<file path="config.mk">
export PLATFORM = sky130hd
export DESIGN_NAME = div_sequencer_flat
export DESIGN_NICKNAME = d
export VERILOG_FILES = /design/src/rtl/div_pkg.sv /design/src/rtl/div_sequencer_if.sv /design/src/rtl/div_step.sv /design/src/rtl/div_sequencer.sv /design/src/flat_wrapper.sv
export SDC_FILE = /design/constraint.sdc
export NUM_CORES = 1
export LEC_CHECK = 0
export ABC_CLOCK_PERIOD_IN_PS = 4400
export CAP_MARGIN = 15
export CORE_ASPECT_RATIO = 1.75
export CORE_UTILIZATION = 54
export CTS_BUF_LIST = sky130_fd_sc_hd__clkbuf_8 sky130_fd_sc_hd__clkbuf_16
export DETAILED_ROUTE_END_ITERATION = 10
export PLACE_DENSITY = 0.76
export SLEW_MARGIN = 20
export SYNTH_ARGS = -nofsm -noshare
export SYNTH_HDL_FRONTEND = slang
export SYNTH_HIERARCHICAL = 1
export SYNTH_SLANG_ARGS = --single-unit
</file>
<file path="constraint.sdc">
create_clock -name CLK -period 4.4 [get_ports CLK]
set_input_delay 0.66 -clock CLK [delete_from_list [all_inputs] [get_ports CLK]]
set_output_delay 0.66 -clock CLK [all_outputs]
set_load 0.005 [all_outputs]
</file>
<file path="src/rtl/div_pkg.sv">
// Shared constants and types for the RV32M divide sequencer.
// Imported by the interface, step datapath and sequencer top.
package div_pkg;

    localparam int XLEN = 32;

    localparam logic [2:0] F3_DIV  = 3'b100;
    localparam logic [2:0] F3_DIVU = 3'b101;
    localparam logic [2:0] F3_REM  = 3'b110;
    localparam logic [2:0] F3_REMU = 3'b111;

    localparam logic [6:0] F7_MULDIV = 7'b0000001;

    typedef enum logic [1:0] {
        IDLE,
        CALC,
        FIX,
        DONE
    } state_t;

endpackage

</file>
<file path="src/rtl/div_sequencer_if.sv">
// Execute-stage handshake between the control path and the divider.
// The pipeline side is master; the sequencer is slave.
interface div_sequencer_if #(
    parameter int XLEN = div_pkg::XLEN
);

    logic            Start;
    logic [2:0]      Funct3;
    logic [XLEN-1:0] Operand_A;
    logic [XLEN-1:0] Operand_B;
    logic            Flush;
    logic            Stall;
    logic            Busy;
    logic            Done;
    logic [XLEN-1:0] Result;

    modport master (
        output Start,
        output Funct3,
        output Operand_A,
        output Operand_B,
        output Flush,
        input  Stall,
        input  Busy,
        input  Done,
        input  Result
    );

    modport slave (
        input  Start,
        input  Funct3,
        input  Operand_A,
        input  Operand_B,
        input  Flush,
        output Stall,
        output Busy,
        output Done,
        output Result
    );

endinterface

</file>
<file path="src/rtl/div_step.sv">
// One restoring radix-2 iteration: shift {rem, quo}, trial-subtract.
// Isolated so a higher-radix step can drop in without touching the FSM.
module div_step #(
    parameter int XLEN = div_pkg::XLEN
) (
    input  logic [XLEN-1:0] rem,
    input  logic [XLEN-1:0] quo,
    input  logic [XLEN-1:0] divisor,
    output logic [XLEN-1:0] rem_next,
    output logic [XLEN-1:0] quo_next
);

    logic [XLEN:0] shifted;
    logic [XLEN:0] diff;

    // rem may exceed 2^(XLEN-1) for unsigned divisors, so keep the carry-out
    assign shifted = {rem, quo[XLEN-1]};
    assign diff    = shifted - {1'b0, divisor};

    always_comb begin
        rem_next = shifted[XLEN-1:0];
        quo_next = {quo[XLEN-2:0], 1'b0};
        if (!diff[XLEN]) begin
            rem_next = diff[XLEN-1:0];
            quo_next = {quo[XLEN-2:0], 1'b1};
        end
    end

endmodule

</file>
<file path="src/rtl/div_sequencer.sv">
// Multi-cycle DIV/DIVU/REM/REMU sequencer for the execute stage.
// Stalls the front end while iterating, then strobes Done for one cycle.
module div_sequencer #(
    parameter int XLEN = div_pkg::XLEN
) (
    input logic           CLK,
    input logic           RST,
    div_sequencer_if.slave bus
);

    import div_pkg::*;

    localparam int CW = $clog2(XLEN);

    localparam logic [XLEN-1:0] MIN_NEG =
        {1'b1, {(XLEN-1){1'b0}}};

    state_t state;
    state_t state_n;

    logic [XLEN-1:0] rem_q;
    logic [XLEN-1:0] quo_q;
    logic [XLEN-1:0] dvsr_q;
    logic [XLEN-1:0] rem_n;
    logic [XLEN-1:0] quo_n;
    logic [CW-1:0]   cnt_q;
    logic            neg_quo_q;
    logic            neg_rem_q;
    logic            sel_rem_q;

    logic            accept;
    logic            is_signed;
    logic            a_neg;
    logic            b_neg;
    logic            div_zero;
    logic            ovf;
    logic [XLEN-1:0] abs_a;
    logic [XLEN-1:0] abs_b;
    logic [XLEN-1:0] spec_res;
    logic [XLEN-1:0] quo_fix;
    logic [XLEN-1:0] rem_fix;
    logic [XLEN-1:0] res_n;
    logic            load_res;

    logic            done_q;
    logic            busy_q;
    logic [XLEN-1:0] result_q;

    assign accept    = bus.Start & ~bus.Flush;
    assign is_signed = ~bus.Funct3[0];
    assign a_neg     = is_signed & bus.Operand_A[XLEN-1];
    assign b_neg     = is_signed & bus.Operand_B[XLEN-1];
    assign abs_a     = a_neg ? -bus.Operand_A : bus.Operand_A;
    assign abs_b     = b_neg ? -bus.Operand_B : bus.Operand_B;

    assign div_zero = bus.Operand_B == '0;
    assign ovf      = is_signed
                    & (bus.Operand_A == MIN_NEG)
                    & (bus.Operand_B == '1);

    // Early-out results are fixed by the ISA, taken from raw operands
    always_comb begin
        spec_res = '0;
        unique case (1'b1)
            div_zero:
                spec_res = bus.Funct3[1] ? bus.Operand_A : '1;
            default:
                spec_res = bus.Funct3[1] ? '0 : bus.Operand_A;
        endcase
    end

    assign quo_fix = neg_quo_q ? -quo_q : quo_q;
    assign rem_fix = neg_rem_q ? -rem_q : rem_q;

    div_step #(
        .XLEN(XLEN)
    ) u_step (
        .rem      (rem_q),
        .quo      (quo_q),
        .divisor  (dvsr_q),
        .rem_next (rem_n),
        .quo_next (quo_n)
    );

    always_ff @(posedge CLK) begin
        if (RST) begin
            state <= IDLE;
        end else begin
            state <= state_n;
        end
    end

    always_comb begin
        state_n  = state;
        load_res = 1'b0;
        res_n    = '0;
        if (bus.Flush) begin
            state_n = IDLE;
        end else begin
            unique case (state)
                IDLE: begin
                    if (bus.Start) begin
                        if (div_zero | ovf) begin
                            state_n  = DONE;
                            load_res = 1'b1;
                            res_n    = spec_res;
                        end else begin
                            state_n = CALC;
                        end
                    end
                end
                CALC: begin
                    if (cnt_q == '0) begin
                        state_n = FIX;
                    end
                end
                FIX: begin
                    state_n  = DONE;
                    load_res = 1'b1;
                    res_n    = sel_rem_q ? rem_fix : quo_fix;
                end
                DONE: begin
                    state_n = IDLE;
                end
                default: begin
                    state_n = IDLE;
                end
            endcase
        end
    end

    always_ff @(posedge CLK) begin
        if (RST) begin
            rem_q     <= '0;
            quo_q     <= '0;
            dvsr_q    <= '0;
            cnt_q     <= '0;
            neg_quo_q <= 1'b0;
            neg_rem_q <= 1'b0;
            sel_rem_q <= 1'b0;
        end else if (state == IDLE && accept) begin
            rem_q     <= '0;
            quo_q     <= abs_a;
            dvsr_q    <= abs_b;
            cnt_q     <= CW'(XLEN - 1);
            neg_quo_q <= a_neg ^ b_neg;
            neg_rem_q <= a_neg;
            sel_rem_q <= bus.Funct3[1];
        end else if (state == CALC) begin
            rem_q <= rem_n;
            quo_q <= quo_n;
            cnt_q <= cnt_q - 1'b1;
        end
    end

    // Outputs registered from next-state so they track state exactly
    always_ff @(posedge CLK) begin
        if (RST) begin
            done_q   <= 1'b0;
            busy_q   <= 1'b0;
            result_q <= '0;
        end else begin
            done_q <= state_n == DONE;
            busy_q <= state_n != IDLE;
            if (load_res) begin
                result_q <= res_n;
            end
        end
    end

    assign bus.Done   = done_q;
    assign bus.Busy   = busy_q;
    assign bus.Result = result_q;
    assign bus.Stall  = (state == IDLE & accept)
                      | (state == CALC)
                      | (state == FIX);

endmodule

</file>
<file path="src/flat_wrapper.sv">
// flat-port wrapper written by rule: the top's interface ports become plain ports
module div_sequencer_flat import div_pkg::*;
#(
    parameter int XLEN = div_pkg::XLEN
)
  (CLK, RST, bus_Start, bus_Funct3, bus_Operand_A, bus_Operand_B, bus_Flush, bus_Stall, bus_Busy, bus_Done, bus_Result);
  div_sequencer_if #(.XLEN(XLEN)) bus_i ();
  input logic CLK;
  input logic RST;
  input wire logic [$bits(bus_i.Start)-1:0] bus_Start;
  input wire logic [$bits(bus_i.Funct3)-1:0] bus_Funct3;
  input wire logic [$bits(bus_i.Operand_A)-1:0] bus_Operand_A;
  input wire logic [$bits(bus_i.Operand_B)-1:0] bus_Operand_B;
  input wire logic [$bits(bus_i.Flush)-1:0] bus_Flush;
  output wire logic [$bits(bus_i.Stall)-1:0] bus_Stall;
  output wire logic [$bits(bus_i.Busy)-1:0] bus_Busy;
  output wire logic [$bits(bus_i.Done)-1:0] bus_Done;
  output wire logic [$bits(bus_i.Result)-1:0] bus_Result;
  assign bus_i.Start = bus_Start;
  assign bus_i.Funct3 = bus_Funct3;
  assign bus_i.Operand_A = bus_Operand_A;
  assign bus_i.Operand_B = bus_Operand_B;
  assign bus_i.Flush = bus_Flush;
  assign bus_Stall = bus_i.Stall;
  assign bus_Busy = bus_i.Busy;
  assign bus_Done = bus_i.Done;
  assign bus_Result = bus_i.Result;
  div_sequencer #(.XLEN(XLEN)) u_core (.CLK(CLK), .RST(RST), .bus(bus_i));
endmodule
</file>
======== After elaboration in Yosys (flattened, before gate mapping) ========
Cells that the tools add are included.
word-level totals
  flip-flop bits (word level) ............. 140
  bits of input ports ..................... 71
  output and inout port bits .............. 35
  word-level logic and storage cells ...... 69
operators by class
  add/sub/neg operators ................... 6
  equal/unequal tests ..................... 6
  multiplexer cells ....................... 27
  bitwise logic cells ..................... 12
  reductions and logical operators ........ 7
operator list
  cell                                                                    number
  32-bit 2-to-1 mux                                                       14
  32-bit negation                                                         4
  32-bit equality test (second input constant)                            2
  32-bit one-hot mux with 2 select lines                                  1
  33-bit by 32-bit subtractor with 33-bit output                          1
  32-bit logical NOT                                                      1
  5-bit 2-to-1 mux                                                        2
  2-bit 2-to-1 mux                                                        4
  2-bit one-hot mux with 4 select lines                                   1
  1-bit AND                                                               6
  2-bit equality test (second input constant)                             3
  5-bit logical NOT                                                       1
  5-bit by 1-bit subtractor with 5-bit output (second input constant)     1
  1-bit 2-to-1 mux                                                        4
  2-bit nonzero test                                                      2
  1-bit bitwise OR                                                        3
  2-bit by 1-bit equality test with 1-bit output (second input constant)  1
  2-bit logical NOT                                                       1
  1-bit NOT                                                               2
  1-bit one-hot mux with 2 select lines                                   1
  2-bit OR reduction                                                      1
  1-bit logical AND                                                       1
  1-bit bitwise XOR                                                       1

======== Depth between registers and ports, before layout ========
  word-level depth ........................ 9
  gate-level depth with buffers ........... 17
  mapped depth without buffers ............ 15

======== Cells and area by module ========
The synthesis kept the hierarchy.
by module, submodules not included
  module         instances  cells an instance  area each (um^2)  sequential area each (um^2)
  div_sequencer  1          1194               9192.6            2802.7
  div_step       1          336                2598.7            0.0

======== Worst setup path after synthesis ========
OpenSTA, ideal clock, no wires.
  path type ............................... reg2reg
  start ................................... register u_core.quo_q[31]
  end ..................................... register u_core.rem_q[10]
  setup time .............................. 0.132 ns
  arrival time ............................ 3.192 ns
  data required time ...................... 4.268 ns
  slack ................................... 1.076 ns
  cell stages (with the launch flop) ...... 18
  path buffers ............................ 2
  clock period less this slack ............ 3.324 ns
  cells stage by stage .................... dfxtp_1 > inv_1 > ha_1 > fa_1 > and2b_2 > o2111ai_2 > a21oi_2 > o2111ai_1 > a211oi_2 > nor2_4 > mux2i_4 > and2_4 > buf_12 > inv_8 > buf_12 > mux2_4 > nand2_1 > a21oi_1
between the ends
  word-level cells in the longest chain between the ends .. 2
RTL lines
  item                                            RTL line              source
  from (decl)                                     div_sequencer.sv:22   logic [XLEN-1:0] quo_q;
  from (signal assigned)                          div_sequencer.sv:143  quo_q <= abs_a;
  from (signal assigned)                          div_sequencer.sv:151  quo_q <= quo_n;
  33-bit by 32-bit subtractor with 33-bit output  div_step.sv:18        assign diff = shifted - {1'b0, divisor};
  32-bit 2-to-1 mux                               div_step.sv:23        if (!diff[XLEN]) begin
  via u_core.rem_n[10]                            div_sequencer.sv:24   logic [XLEN-1:0] rem_n;
  to (signal assigned)                            div_sequencer.sv:150  rem_q <= rem_n;
  to (decl)                                       div_sequencer.sv:21   logic [XLEN-1:0] rem_q;
The timed path passes the listed nets, and every way through them passes these cells.
A chain may end at the register's enable or synchronous reset.

======== Worst setup path in the final report ========
  start ................................... register u_core.quo_q[31]
  end ..................................... register u_core.rem_q[4]
Same word-level chain as after synthesis.

==> impl_metrics.csv <==
group,metric,value,unit
drt,firstDrtPassIters,5,
critical_path,required,4700,ps
critical_path,cpPeakStageDelay,430,ps
finish,synthToLayoutAreaGrowth,12.1,%
place,globalplace.congestion,0.925,
clock_network,root_buffer,"clkbuf_16",
min_path,hold_path.class,"flop to flop",
floorplanning,design.core.area,0.0215,mm²
clock_network,htreeDepth,4,
critical_path,crit_fanout,24,
timing,tightestPinTransition,1030,ps
finish,drive_gt1_frac,0.0740,
clock_network,cts_tree,"done",
yosys,synth.avg_cell_area,7.71,µm²
clock_network,clk_latency,430,ps
finish,mostFrequentLayoutCell,"nand2_1",
floorplanning,rows,71,
timing,finClkSkew,6.94,ps
global_routing,grt_max_degree,59,
yosys,ys.flop_type,"dfxtp_1",
timing,setup-violations-final,0,
yosys,synth_top_cells_by_area,"dfxtp_1 (24%), xnor2_1 (6.2%), nand2_1 (5.6%), a21oi_1 (5.5%), ha_1 (4.0%)",
job,drv_cap,0,
yosys,synth.distinct_cells,91,
timing,finalMaxSlewViolations,0,
global_routing,grt_overflow,0,
critical_path,worstReg2RegStart,"u_core/quo_q[31]",
finish,n_antenna_cell,0,
yosys,synth-seq-area-share,0.238,
timing,fin_crit_sh,0.851,
yosys,ys.warnings.count,6,
critical_path,arrival,4050,ps
timing,tns,0,ps
drt,drc,0,
pwr,ir_drop,0.261,mV
clock_network,numCtsBuffers,17,
min_path,hp-start,"u_core/dvsr_q[18]",
global_routing,track_usage,0.326,
finish,fin_util,0.615,
critical_path,r2r_end,"u_core/rem_q[4]",
global_routing,antenna_found_initial,0,
timing,holdWs,459,ps
critical_path,crit_chain,"inv_1, ha_1, fa_1, and2b_2, o2111ai_2, a21oi_2, o2111ai_1, a211oi_2, nor2_4, mux2i_4, and2_4, inv_8, mux2_2, nand2_1, a21oi_1",
status,status,"finished, final reports clean",
finish,final_cell_area,0.0132,mm²
drt,via_per_inst,6.35,
floorplanning,die_y,197,µm
yosys,synth_edf_count,0,
global_routing,grt_pass1_vias,11109,
min_path,hold_end,"u_core/dvsr_q[18]",
finish,final_cell_mix,"nand2_1 (177), dfxtp_1 (140), a21oi_1 (130), clkdlybuf4s50_1 (103), nor2_1 (103)",
yosys,synth_top_cell_area_share,0.238,
clock_network,cts_hold_buf,0,
floorplanning,io_pins,106,
critical_path,critPathKind,"flop to flop",
clock_network,clkTransAtPathRegs,60,ps
pwr,leakage,0.00471,µW
drt,drt_wl_total,36500,µm
yosys,yosysTopAreaCell,"dfxtp_1",
place,port_buffers,104,
place,dp.final_hpwl,26600,µm
drt,wire_per_inst,19.8,µm
clock_network,clock_sinks,140,
place,dpl_cell_area,0.0127,mm²
critical_path,cp-start-kind,"flop",
drt,postRouteAntennaNets,0,
timing,rsz0062_at_grt,"false",
timing,fmax,267,MHz
floorplanning,start_util,0.548,
yosys,synth_area,0.0118,mm²
critical_path,cp-end-kind,"flop",
place,dp.cells,1816,
pwr,power_per_cell_area,276,mW/mm²
finish,stdcell_count,1847,
finish,nets,1653,
timing,fin_crit,3750,ps
clock_network,cts_resized,0,
floorplanning,die_x,114,µm
yosys,ys_ff_latch,140,
timing,slew_headroom,0.310,
drt,vias,11724,
critical_path,rr_worst_depth,15,
critical_path,reg2reg_slack,650,ps
timing,final_hold_viol_count,0,
critical_path,cp_slowest_cell,"dfxtp_1",
drt,drt_iter0_markers,776,
clock_network,clockBufferDepth,2,
floorplanning,die_area,0.0225,mm²
yosys,syn_nets,1640,
yosys,synthArstFlopShare,0,
min_path,holdPathStages,2,
clock_network,cts_setup_buffers,0,
yosys,synthCells,1530,
global_routing,grt_pass1_wl,57500,µm
-- cells in the mapped netlist, types with 7 or more instances --
| cell type | count |
|---|---|
| o31ai_1 | 27 |
| a211oi_1 | 40 |
| clkbuf_1 | 77 |
| a311oi_1 | 47 |
| nand3_1 | 56 |
| buf_6 | 7 |
| or4_1 | 8 |
| nor4_1 | 22 |
| a21oi_1 | 130 |
| mux2_4 | 19 |
| ha_1 | 38 |
| o211ai_1 | 9 |
| buf_4 | 40 |
| or3_1 | 21 |
| o21ai_0 | 40 |
| dfxtp_1 | 140 |
| nand2b_1 | 13 |
| nor2b_1 | 9 |
| nand4_1 | 20 |
| xnor2_1 | 84 |
| nor3_1 | 37 |
| a22oi_1 | 10 |
| o41ai_1 | 22 |
| and3_1 | 11 |
| a31oi_1 | 34 |
| o21a_1 | 7 |
| mux2i_1 | 16 |
| nand2_1 | 177 |
| maj3_1 | 32 |
| inv_1 | 59 |
| o22ai_1 | 7 |
| a21o_1 | 19 |
| nor2_1 | 103 |
| xor2_1 | 45 |
-- layer usage --
metal,vias to the layer above,part of all wire,track usage
met5,-,0,0
met4,0,0.050,0.183
met3,92,0.049,0.0405
met2,445,0.52,0.599
met1,5572,0.38,0.355
li1,5615,-,-
-- power breakdown --
part / internal, µW / switching [µW]
registers: 1320 / 65.9
clock network: 781 / 565
logic: 387 / 531
-- flip-flops by register name, indices dropped and copies added, names as in the netlist --
name               flops
u_core/bus.Result     32
u_core/bus.Busy        1
u_core/neg_quo_q       1
u_core/quo_q          32
u_core/sel_rem_q       1
u_core/state           2
u_core/dvsr_q         32
u_core/bus.Done        1
u_core/cnt_q           5
u_core/rem_q          32
u_core/neg_rem_q       1
-- worst max-delay path, delay by kind of cell (launching register included) --
family | cells | cell delay (ps)
muxes | 2 | 570
AOI/OAI and AO/OA | 5 | 1090
DFF | 1 | 430
adders and majority gates | 2 | 630
buffers and inverters | 2 | 270
and+or+nand+nor | 4 | 610
-- final cells by class --
class / instances / area (µm²)
multi-input cells: 1191 / 7980
fillers: 2058 / 8280
inverters: 60 / 233
clock buffers: 18 / 439
well taps: 292 / 365
clock inverters: 13 / 105
flip-flops and latches: 140 / 2800
repair buffers: 133 / 1290
-- per-stage QoR --
stage	setup slack, ps	power (µW)
4_1_cts	663	3650
3_5_place_dp	379	2300
2_1_floorplan	1080	2070
3_3_place_gp	449	2290
6_report	655	3650
5_1_grt	499	3800
-- logic make-up after synthesis --
kind of cell	Yosys count	share of synthesized area
simple gates	518	0.216
compound gates	433	0.250
buf+inv	199	0.0879
flops	140	0.238
xor+xnor	129	0.0958
fa+ha+maj	71	0.0692
mux	40	0.0435
-- worst max path at each step --
stage	startpoint	endpoint	slack [ps]	depth (start not counted)
floorplan	u_core/quo_q[31]	u_core/rem_q[10]	1080	17
global placement	bus_Operand_A[7]	u_core/bus.Result[0]	450	7
detailed placement	bus_Operand_A[7]	u_core/bus.Result[0]	380	7
CTS	u_core/quo_q[31]	u_core/rem_q[4]	660	15
global route	u_core/rem_q[0]	u_core/rem_q[4]	500	14
finish	u_core/quo_q[31]	u_core/rem_q[4]	650	15
Power figures use the tool's default switching activity.
